<file path="config.mk">
export PLATFORM = sky130hd
export DESIGN_NAME = instruction_fetch_stage
export DESIGN_NICKNAME = d
export VERILOG_FILES = /design/src/rtl/instruction_fetch_stage.sv
export SDC_FILE = /design/constraint.sdc
export NUM_CORES = 1
export LEC_CHECK = 0
export ABC_AREA = 1
export CORE_UTILIZATION = 45
export CTS_CLUSTER_DIAMETER = 40
export DETAILED_ROUTE_END_ITERATION = 16
export HOLD_SLACK_MARGIN = 0.05
export MAX_ROUTING_LAYER = met4
export PLACE_DENSITY = 0.83
export SLEW_MARGIN = 20
export SYNTH_ARGS = -nofsm -noshare
export SYNTH_HDL_FRONTEND = slang
export SYNTH_SLANG_ARGS = --single-unit
</file>
<file path="constraint.sdc">
create_clock -name clk -period 3.8 [get_ports clk]
set_input_delay 0.38 -clock clk [delete_from_list [all_inputs] [get_ports clk]]
set_output_delay 0.38 -clock clk [all_outputs]
set_load 0.01 [all_outputs]
</file>
<file path="src/rtl/instruction_fetch_stage.sv">
// MIPS fetch stage: program counter, next-PC selection, ROM address generation
// and the IF/ID pipeline register with a sticky out-of-range fetch flag.
module instruction_fetch_stage #(
  parameter int                    DATA_WIDTH   = 32,
  parameter int                    MEMORY_DEPTH = 32,
  parameter logic [DATA_WIDTH-1:0] RESET_PC     = 32'h0040_0000
) (
  input  logic                  clk,
  input  logic                  reset,
  input  logic                  stall,
  input  logic                  flush,
  input  logic                  branch_taken,
  input  logic [DATA_WIDTH-1:0] branch_target,
  input  logic                  jump,
  input  logic [25:0]           jump_index,
  input  logic                  jr,
  input  logic [DATA_WIDTH-1:0] jr_target,
  output logic [DATA_WIDTH-1:0] imem_address,
  input  logic [DATA_WIDTH-1:0] imem_instruction,
  output logic [DATA_WIDTH-1:0] pc,
  output logic [DATA_WIDTH-1:0] if_id_instruction,
  output logic [DATA_WIDTH-1:0] if_id_pc_plus4,
  output logic                  if_id_valid,
  output logic                  fetch_fault
);

  logic [DATA_WIDTH-1:0] r_pc;
  logic [DATA_WIDTH-1:0] r_if_id_instruction;
  logic [DATA_WIDTH-1:0] r_if_id_pc_plus4;
  logic                  r_if_id_valid;
  logic                  r_fetch_fault;

  logic [DATA_WIDTH-1:0] w_imem_address;
  logic [DATA_WIDTH-1:0] w_pc_plus4;
  logic [DATA_WIDTH-1:0] w_word_index;
  logic [DATA_WIDTH-1:0] w_jump_target;
  logic [DATA_WIDTH-1:0] w_next_pc;
  logic                  w_in_range;
  logic                  w_redirect;

  assign w_imem_address = r_pc - RESET_PC;
  assign w_pc_plus4     = r_pc + DATA_WIDTH'(4);
  assign w_word_index   = w_imem_address >> 2;
  assign w_in_range     = (w_imem_address[1:0] == 2'b00) &&
                          (w_word_index < DATA_WIDTH'(MEMORY_DEPTH));
  assign w_redirect     = jr | jump | branch_taken;
  // J-type target keeps the region bits of the delay-slot PC held in IF/ID.
  assign w_jump_target  = {r_if_id_pc_plus4[DATA_WIDTH-1 -: 4], jump_index, 2'b00};

  always_comb begin
    w_next_pc = w_pc_plus4;
    if (jr)                w_next_pc = jr_target;
    else if (jump)         w_next_pc = w_jump_target;
    else if (branch_taken) w_next_pc = branch_target;
    else if (stall)        w_next_pc = r_pc;
  end

  always_ff @(posedge clk) begin
    if (reset) begin
      r_pc                <= RESET_PC;
      r_if_id_instruction <= '0;
      r_if_id_pc_plus4    <= '0;
      r_if_id_valid       <= 1'b0;
      r_fetch_fault       <= 1'b0;
    end else begin
      r_pc <= w_next_pc;
      if (flush || w_redirect) begin
        r_if_id_instruction <= '0;
        r_if_id_pc_plus4    <= '0;
        r_if_id_valid       <= 1'b0;
      end else if (!stall) begin
        r_if_id_pc_plus4 <= w_pc_plus4;
        if (w_in_range) begin
          r_if_id_instruction <= imem_instruction;
          r_if_id_valid       <= 1'b1;
        end else begin
          // Never hand garbage from outside the ROM to decode.
          r_if_id_instruction <= '0;
          r_if_id_valid       <= 1'b0;
          r_fetch_fault       <= 1'b1;
        end
      end
    end
  end

  assign imem_address      = w_imem_address;
  assign pc                = r_pc;
  assign if_id_instruction = r_if_id_instruction;
  assign if_id_pc_plus4    = r_if_id_pc_plus4;
  assign if_id_valid       = r_if_id_valid;
  assign fetch_fault       = r_fetch_fault;

endmodule
</file>
; After elaboration in Yosys (flattened, before gate mapping)
; Index checks and enable logic that the tools add are counted.
[totals]
ff_bits = 98
out_inout_bits = 130
elab_cells = 25
[op_classes]
n_addsub = 2
n_lt_le_gt_ge = 1
n_eq_ne = 1
mux = 6
n_bitwise = 5
n_reduce_logical = 5
[op_table]
columns = cell, n
row1 = $mux W32, 5
row2 = $add A32 B3 Y32 const B, 1
row3 = $sub A32 B23 Y32 const B, 1
row4 = $lt A30 B6 Y1 const B, 1
row5 = $ne A4 B1 Y1 const B, 1
row6 = $not A1 Y1, 3
row7 = $reduce_and A3 Y1, 1
row8 = $logic_not A2 Y1, 1
row9 = $or A1 B1 Y1, 2
row10 = $reduce_or A2 Y1, 1
row11 = $logic_and A1 B1 Y1, 1
row12 = $logic_or A1 B1 Y1, 1
row13 = $mux W1, 1

; Depth between registers and ports, before layout
; Gate-level depths: netlist of run 1.
[logic_depth]
word_depth = 5
mapped_depth = 13
ltp_nobuf = 13

; Worst setup path before layout of run 1
; Ideal clock, no wire load.
[synth_timing]
path_type = flip-flop to flip-flop
from = register r_pc[23] (netlist: pc[23])
to = register r_if_id_instruction[1] (netlist: if_id_instruction[1])
setup_ps = 70
arrival_time_ps = 1838
setup_slack_ps = 1892
path_stages_with_launch = 13
n_path_buf = 1
cell_sequence = dfxtp_1 > inv_1 > ha_1 > nand2_1 > nand2_1 > nor2_1 > nand3_1 > nor2_1 > nand2_1 > nor2_8 > buf_6 > nand4_1 > a21oi_1
[synth_via]
elab_chain_len = 4
[synth_lines]
columns = item, line
row1 = from (decl), 27  ; logic [DATA_WIDTH-1:0] r_pc;
row2 = from (signal assigned), 66  ; r_pc <= w_next_pc;
row3 = $sub A32 B23 Y32, 41  ; assign w_imem_address = r_pc - RESET_PC;
row4 = via imem_address[24], 18  ; output logic [DATA_WIDTH-1:0] imem_address,
row5 = $lt A30 B6 Y1, 45  ; (w_word_index < DATA_WIDTH'(MEMORY_DEPTH));
row6 = $logic_and A1 B1 Y1, 44  ; assign w_in_range = (w_imem_address[1:0] == 2'b00) &&
row7 = $mux W32, 73  ; if (w_in_range) begin
row8 = to (signal assigned), 74  ; r_if_id_instruction <= imem_instruction;
row9 = to (decl), 28  ; logic [DATA_WIDTH-1:0] r_if_id_instruction;
; The timed path passes the listed nets, and every way through them passes these cells.
; A chain may end at the register's enable or synchronous reset.

; Worst setup path in the final report of run 1
[layout_timing]
from = input port jump
to = register r_pc[23] (netlist: pc[23])
[layout_via]
elab_chain_len = 2
elab_cells_between_ends = 3
cone_classes = eq/ne (1) / mux (2)
[layout_lines]
columns = item, line
row1 = from (decl), 14  ; input logic jump,
row2 = $mux W32, 53  ; else if (jump) w_next_pc = w_jump_target;
row3 = $mux W32, 52  ; if (jr) w_next_pc = jr_target;
; Parallel ways exist; a longest one is shown, timed or not.

==> results.sh, run 1 <==
export IMPL_port_buffers=258
export IMPL_critPathSlowestCell="a221oi_1"
export IMPL_grt_pass1_vias=5885
export IMPL_slowest_delay_ns=0.57
export IMPL_path_delay_family="buffers and inverters"
export IMPL_async_reset_ff_share_pct=0
export IMPL_netlist_instances=831
export IMPL_htree_levels=3
export IMPL_ant_nets=0
export IMPL_setup_viol=0
export IMPL_status="finished clean"
export IMPL_worstSetupStartpointType="input port"
export IMPL_diodes=0
export IMPL_fin_skew_ns=0.0108
export IMPL_ioPinCount=259
export IMPL_netlist_area_um2=5650
export IMPL_syn_to_final_growth_pct=47.6
export IMPL_p_leak_nw=3.23
export IMPL_post_cts_setup_buffer_count=0
export IMPL_numCtsBuffers=9
export IMPL_postCtsHoldBufs=0
export IMPL_grt_max_degree=56
export IMPL_start_util_pct=46.6
export IMPL_synth_largest_area_cell="dfxtp_1"
export IMPL_hold_viol=0
export IMPL_synth_area_leaders="dfxtp_1 35%, nand2_1 13%, a21oi_1 6.5%, nor2_1 5.4%, o21ai_0 4.5%"
export IMPL_fin_nets=1163
export IMPL_clock_path_buffers=2
export IMPL_tns_ns=0
export IMPL_synth_top_cells_by_count="196 x nand2_1, 98 x dfxtp_1, 81 x nor2_1"
export IMPL_min_period_over_period_pct=72.1
export IMPL_yosys_warnings=0
export IMPL_slew_headroom_pct=25.2
export IMPL_cap_violations=0
export IMPL_drtIter0Drc=583
export IMPL_r2r_start="pc[22]"
export IMPL_postSynthAreaPerCell_um2=6.80
export IMPL_grt_util_all_layers_pct=32.1
export IMPL_die_y_um=114
export IMPL_synth_seq_cells=98
export IMPL_antenna_found_initial=0
export IMPL_cts_resized=0
export IMPL_via_per_inst=5.39
export IMPL_wl_um=20500
export IMPL_cts_sinks=98
export IMPL_yosysMostFrequentCell="nand2_1"
export IMPL_worstSkewPairLatency_ns=0.35
export IMPL_vias=6482
export IMPL_path_clk_slew_ns=0.07
export IMPL_core_area_um2=12100
export IMPL_synth_cell_types=37
export IMPL_hold_path_startpoint="if_id_instruction[13]"
export IMPL_gp_congestion=0.971
export IMPL_grt_pass1_wl_um=31400
export IMPL_dieArea_um2=13000
export IMPL_total_power_w=0.00258
export IMPL_critPathKind="in2reg"
export IMPL_drc_errors=0
export IMPL_fp_dieW_um=114
export IMPL_critPathLaunch="jump"
export IMPL_hp_class="reg2reg"
export IMPL_hpwl_um=14700
export IMPL_fmax_mhz=365
export IMPL_ys_flop_type="dfxtp_1"
export IMPL_irDropWorstVdd_uv=199
export IMPL_crit_required_ns=4.01
export IMPL_cts_tree="yes"
export IMPL_hold_ws_ns=0.464
export IMPL_root_buffer="clkbuf_16"
export IMPL_maxSlewViolCount=0
export IMPL_power_density_nw_per_um2=309
export IMPL_layout_min_cycle_time_ns=2.74
export IMPL_crit_chain="clkdlybuf4s50_1, buf_4, inv_1, nand2_1, inv_1, a221oi_1, o21ai_1, o21ai_1, a21oi_1"
export IMPL_rows=40
export IMPL_synth_edf_count=0
export IMPL_ys_seq_area_share_pct=34.7
export IMPL_synthesis_nets=964
export IMPL_synth_largest_type_area_fraction_pct=34.7
export IMPL_setup_ws_ns=1.06
export IMPL_worstPathMaxFanout=30
export IMPL_gr_total_overflow=0
export IMPL_post_route_cells_drive_above_1_share_pct=6.00
export IMPL_critPathCaptureType="flop"
export IMPL_place_ws_ns=0.728
export IMPL_firstDrtPassIters=5
export IMPL_crit_arrival_ns=2.95
export IMPL_wl_per_cell_um=17.0
export IMPL_rsz0062_at_grt="false"
export IMPL_path_buf_inv=4
export IMPL_worstMarginPinSlew_ns=1.12
[kinds of logic (layout without fill, tap and decap cells)]
group	after synthesis	in the layout	synth area share (%)
fa+ha+maj	4	4	0.886
flops	98	98	34.7
buf+inv	144	347	12.0
compound gates	188	188	19.2
mux	1	1	0.177
xor+xnor	21	21	3.52
simple gates	375	375	29.6
[state kept, by name, indices dropped and copies added (netlist names)]
signal             flops
fetch_fault            1
if_id_instruction     32
if_id_pc_plus4        32
if_id_valid            1
pc                    32
[path summary, 6_finish.rpt]
| kind | slack (ns) | end | depth (start not counted) |
|---|---|---|---|
| worst max-delay path | 1.06 | pc[23] | 9 |
| worst min-delay path | 0.46 | if_id_instruction[13] | 2 |
| worst max register to register | 1.32 | if_id_instruction[30] | 11 |
| worst min register to register | 0.46 | if_id_instruction[13] | 2 |
[layout make-up]
cell class              instances  area (µm²)
flip-flops and latches         98        1960
clock inverters                 6        48.8
well taps                     168         210
multi-input cells             589        3010
inverters                      68         255
repair buffers                264        2620
fillers                      1106        3780
clock buffers                   9         225
[per-stage QoR]
| stage | utilization [%] | area [µm²] | std cells |
|---|---|---|---|
| detailed placement | 66.6 | 8060 | 1187 |
| finish | 68.8 | 8340 | 1202 |
| global route | 68.8 | 8340 | 1202 |
| CTS | 68.8 | 8340 | 1202 |
| floorplan | - | 5650 | 831 |
| global placement | 66.6 | 8060 | 1187 |
[cells in the final DEF (no fill, tap or decap), drive strengths merged]
cell type,instances
o221ai,1
nand2,199
clkdlybuf4s50,257
and3,1
a31oi,3
nand3b,2
xor2,18
or2,11
clkinvlp,3
o22ai,2
o211ai,13
buf,7
ha,4
nor3,6
mux2i,1
nor2,92
xnor2,3
dfxtp,98
a21oi,73
nand3,26
o21ai,69
o21bai,2
a221oi,23
clkbuf,9
a22o,2
inv,71
nand4,38
[where the power goes]
part | internal (W) | switching, W
Clock | 0.000448 | 0.000424
Combinational | 0.000301 | 0.000276
Sequential | 0.00106 | 0.0000693
Total | 0.00181 | 0.000770
[layer usage]
layer	vias up	part of all wire (%)	GRT usage, %
met5	-	0	-
met4	0	2.4	11.7
met3	34	9.0	5.37
met2	327	47	51.3
met1	2972	42	40.9
li1	3149	-	-
[worst register-to-register path, cell delays in order (launching register included)]
cell and delay (ns):
dfxtp_1 0.52, inv_2 0.15, ha_1 0.31, nand2_1 0.10
nand2_1 0.07, nor2_1 0.10, nand3_1 0.12, nor2_1 0.13
nand2_1 0.14, nor2_8 0.39, nand4_1 0.18, a21oi_1 0.18
Power figures use the tool's default switching activity.
==> inputs of run 2 (changes only) <==
--- a/config.mk
+++ b/config.mk
@@ -6,12 +6,12 @@
 export NUM_CORES = 1
 export LEC_CHECK = 0
 export ABC_AREA = 1
-export CORE_UTILIZATION = 45
+export CORE_UTILIZATION = 42
 export CTS_CLUSTER_DIAMETER = 40
 export DETAILED_ROUTE_END_ITERATION = 16
 export HOLD_SLACK_MARGIN = 0.05
 export MAX_ROUTING_LAYER = met4
-export PLACE_DENSITY = 0.83
+export PLACE_DENSITY = 0.78
 export SLEW_MARGIN = 20
 export SYNTH_ARGS = -nofsm -noshare
 export SYNTH_HDL_FRONTEND = slang
==> constraint.sdc (replaced) <==
create_clock -name clk -period 2.7 [get_ports clk]
set_input_delay 0.27 -clock clk [delete_from_list [all_inputs] [get_ports clk]]
set_output_delay 0.27 -clock clk [all_outputs]
set_load 0.01 [all_outputs]
==> results.sh, run 2 (synthesis results as in run 1) <==
export IMPL_rsz0062_at_grt="false"
export IMPL_critPathKind="reg2out"
export IMPL_cts_tree="yes"
export IMPL_wl_per_cell_um=16.7
export IMPL_cts_resized=0
export IMPL_placed_area_um2=8140
export IMPL_final_area_um2=8440
export IMPL_p_seq_share_pct=42.1
export IMPL_fin_skew_ns=0.00898
export IMPL_hold_ws_ns=0.317
export IMPL_ioPinCount=259
export IMPL_n_fill_cell=1257
export IMPL_slew_headroom_pct=31.3
export IMPL_irDropWorstVdd_uv=279
export IMPL_wl_um=20300
export IMPL_critPathCaptureType="primary output"
export IMPL_post_cts_setup_buffer_count=0
export IMPL_power_switching_w=0.00110
export IMPL_drc_errors=0
export IMPL_power_density_nw_per_um2=444
export IMPL_crit_arrival_ns=2.19
export IMPL_vias=6473
export IMPL_hp_class="in2reg"
export IMPL_firstDrtPassIters=5
export IMPL_fmax_mhz=407
export IMPL_gp_congestion=0.981
export IMPL_worstPathMaxFanout=10
export IMPL_cts_sinks=98
export IMPL_final_cell_mix="257 x clkdlybuf4s50_1, 196 x nand2_1, 98 x dfxtp_1"
export IMPL_switching_share_pct=29.4
export IMPL_setup_ws_ns=0.242
export IMPL_htree_levels=3
export IMPL_via_per_inst=5.31
export IMPL_fin_cells=1218
export IMPL_setup_viol=0
export IMPL_status="finished clean"
export IMPL_p_leak_nw=3.29
export IMPL_clock_path_buffers=2
export IMPL_dp_cells=1203
export IMPL_post_route_cells_drive_above_1_share_pct=6.72
export IMPL_grt_pass1_vias=5968
export IMPL_min_period_over_period_pct=91.0
export IMPL_port_buffers=258
export IMPL_seq_area_um2=1960
export IMPL_maxSlewViolCount=0
export IMPL_multi_input_area_um2=3010
export IMPL_die_y_um=118
export IMPL_pwr_share_clk_pct=35.8
export IMPL_internal_power_w=0.00265
export IMPL_crit_required_ns=2.43
export IMPL_fin_nets=1171
export IMPL_hpwl_um=14800
export IMPL_syn_to_final_growth_pct=49.5
export IMPL_dieArea_um2=13900
export IMPL_postCtsHoldBufs=0
export IMPL_grt_util_all_layers_pct=30.2
export IMPL_worstMarginPinSlew_ns=1.03
export IMPL_fp_dieW_um=118
export IMPL_core_area_um2=13200
export IMPL_root_buffer="clkbuf_16"
export IMPL_grt_max_degree=80
export IMPL_final_common_cell="clkdlybuf4s50_1"
export IMPL_worstSetupStartpointType="flop"
export IMPL_tns_ns=0
export IMPL_start_util_pct=42.8
export IMPL_drtIter0Drc=529
export IMPL_antenna_found_initial=0
export IMPL_worstSkewPairLatency_ns=0.36
export IMPL_diodes=0
export IMPL_gr_total_overflow=0
export IMPL_grt_pass1_wl_um=32000
export IMPL_cap_violations=0
export IMPL_path_clk_slew_ns=0.07
export IMPL_numCtsBuffers=9
export IMPL_combPwrFrac_pct=22.0
export IMPL_ant_nets=0
export IMPL_hold_viol=0
export IMPL_rows=42
export IMPL_place_ws_ns=0.420
export IMPL_layout_min_cycle_time_ns=2.46
run 2: cell types whose count changed in the layout (fill, tap and decap cells not counted), sizes merged:
cell      change
buf           +8
clkinvlp      -1
bufinv        +1
run 2: path summary, 6_finish.rpt:
path	depth (start not counted)	slack [ns]	end	from
setup reg to reg	11	0.35	if_id_instruction[24]	pc[22]
hold reg to reg	2	0.46	fetch_fault	fetch_fault
hold / removal	5	0.32	pc[22]	stall
setup / recovery	7	0.24	imem_address[31]	pc[24]
run 2: power groups by stage:
stage               Combinational [W]  Clock, W  Sequential (W)
global route                 0.000892   0.00142         0.00159
detailed placement           0.000820         0         0.00161
global placement             0.000817         0         0.00161
floorplan                    0.000389         0         0.00160
CTS                          0.000826   0.00136         0.00158
finish                       0.000827   0.00134         0.00158
run 2: critical path, cell delays in order (launching register included):
cell and delay (ns):
dfxtp_1 0.48, nor2_4 0.19, nand2_1 0.12, nor2_4 0.15, nand3_2 0.10, xor2_2 0.16
inv_1 0.06, clkdlybuf4s50_1 0.57
run 2: area by class of cell:
type                    count  area share [%]
multi-input cells         589            35.7
repair buffers            272            31.9
flip-flops and latches     98            23.2
clock buffers               9            2.67
clock inverters             6           0.874
well taps                 176            2.61
inverters                  68            3.02
run 2: through the flow:
| stage | utilization [%] | power [W] |
|---|---|---|
| final | 64.0 | 0.00375 |
| after global routing | 64.0 | 0.00390 |
| after CTS | 64.0 | 0.00376 |
| after detailed placement | 61.7 | 0.00243 |
| after global placement | 61.7 | 0.00243 |
| after floorplan | - | 0.00198 |
run 2: per-layer routing:
metal / GRT usage [%] / vias up / routed length [µm]
met5: - / - / 0
met4: 9.54 / 0 / 444
met3: 6.01 / 34 / 1610
met2: 48.3 / 297 / 9480
met1: 38.3 / 2984 / 8810
li1: - / 3158 / -
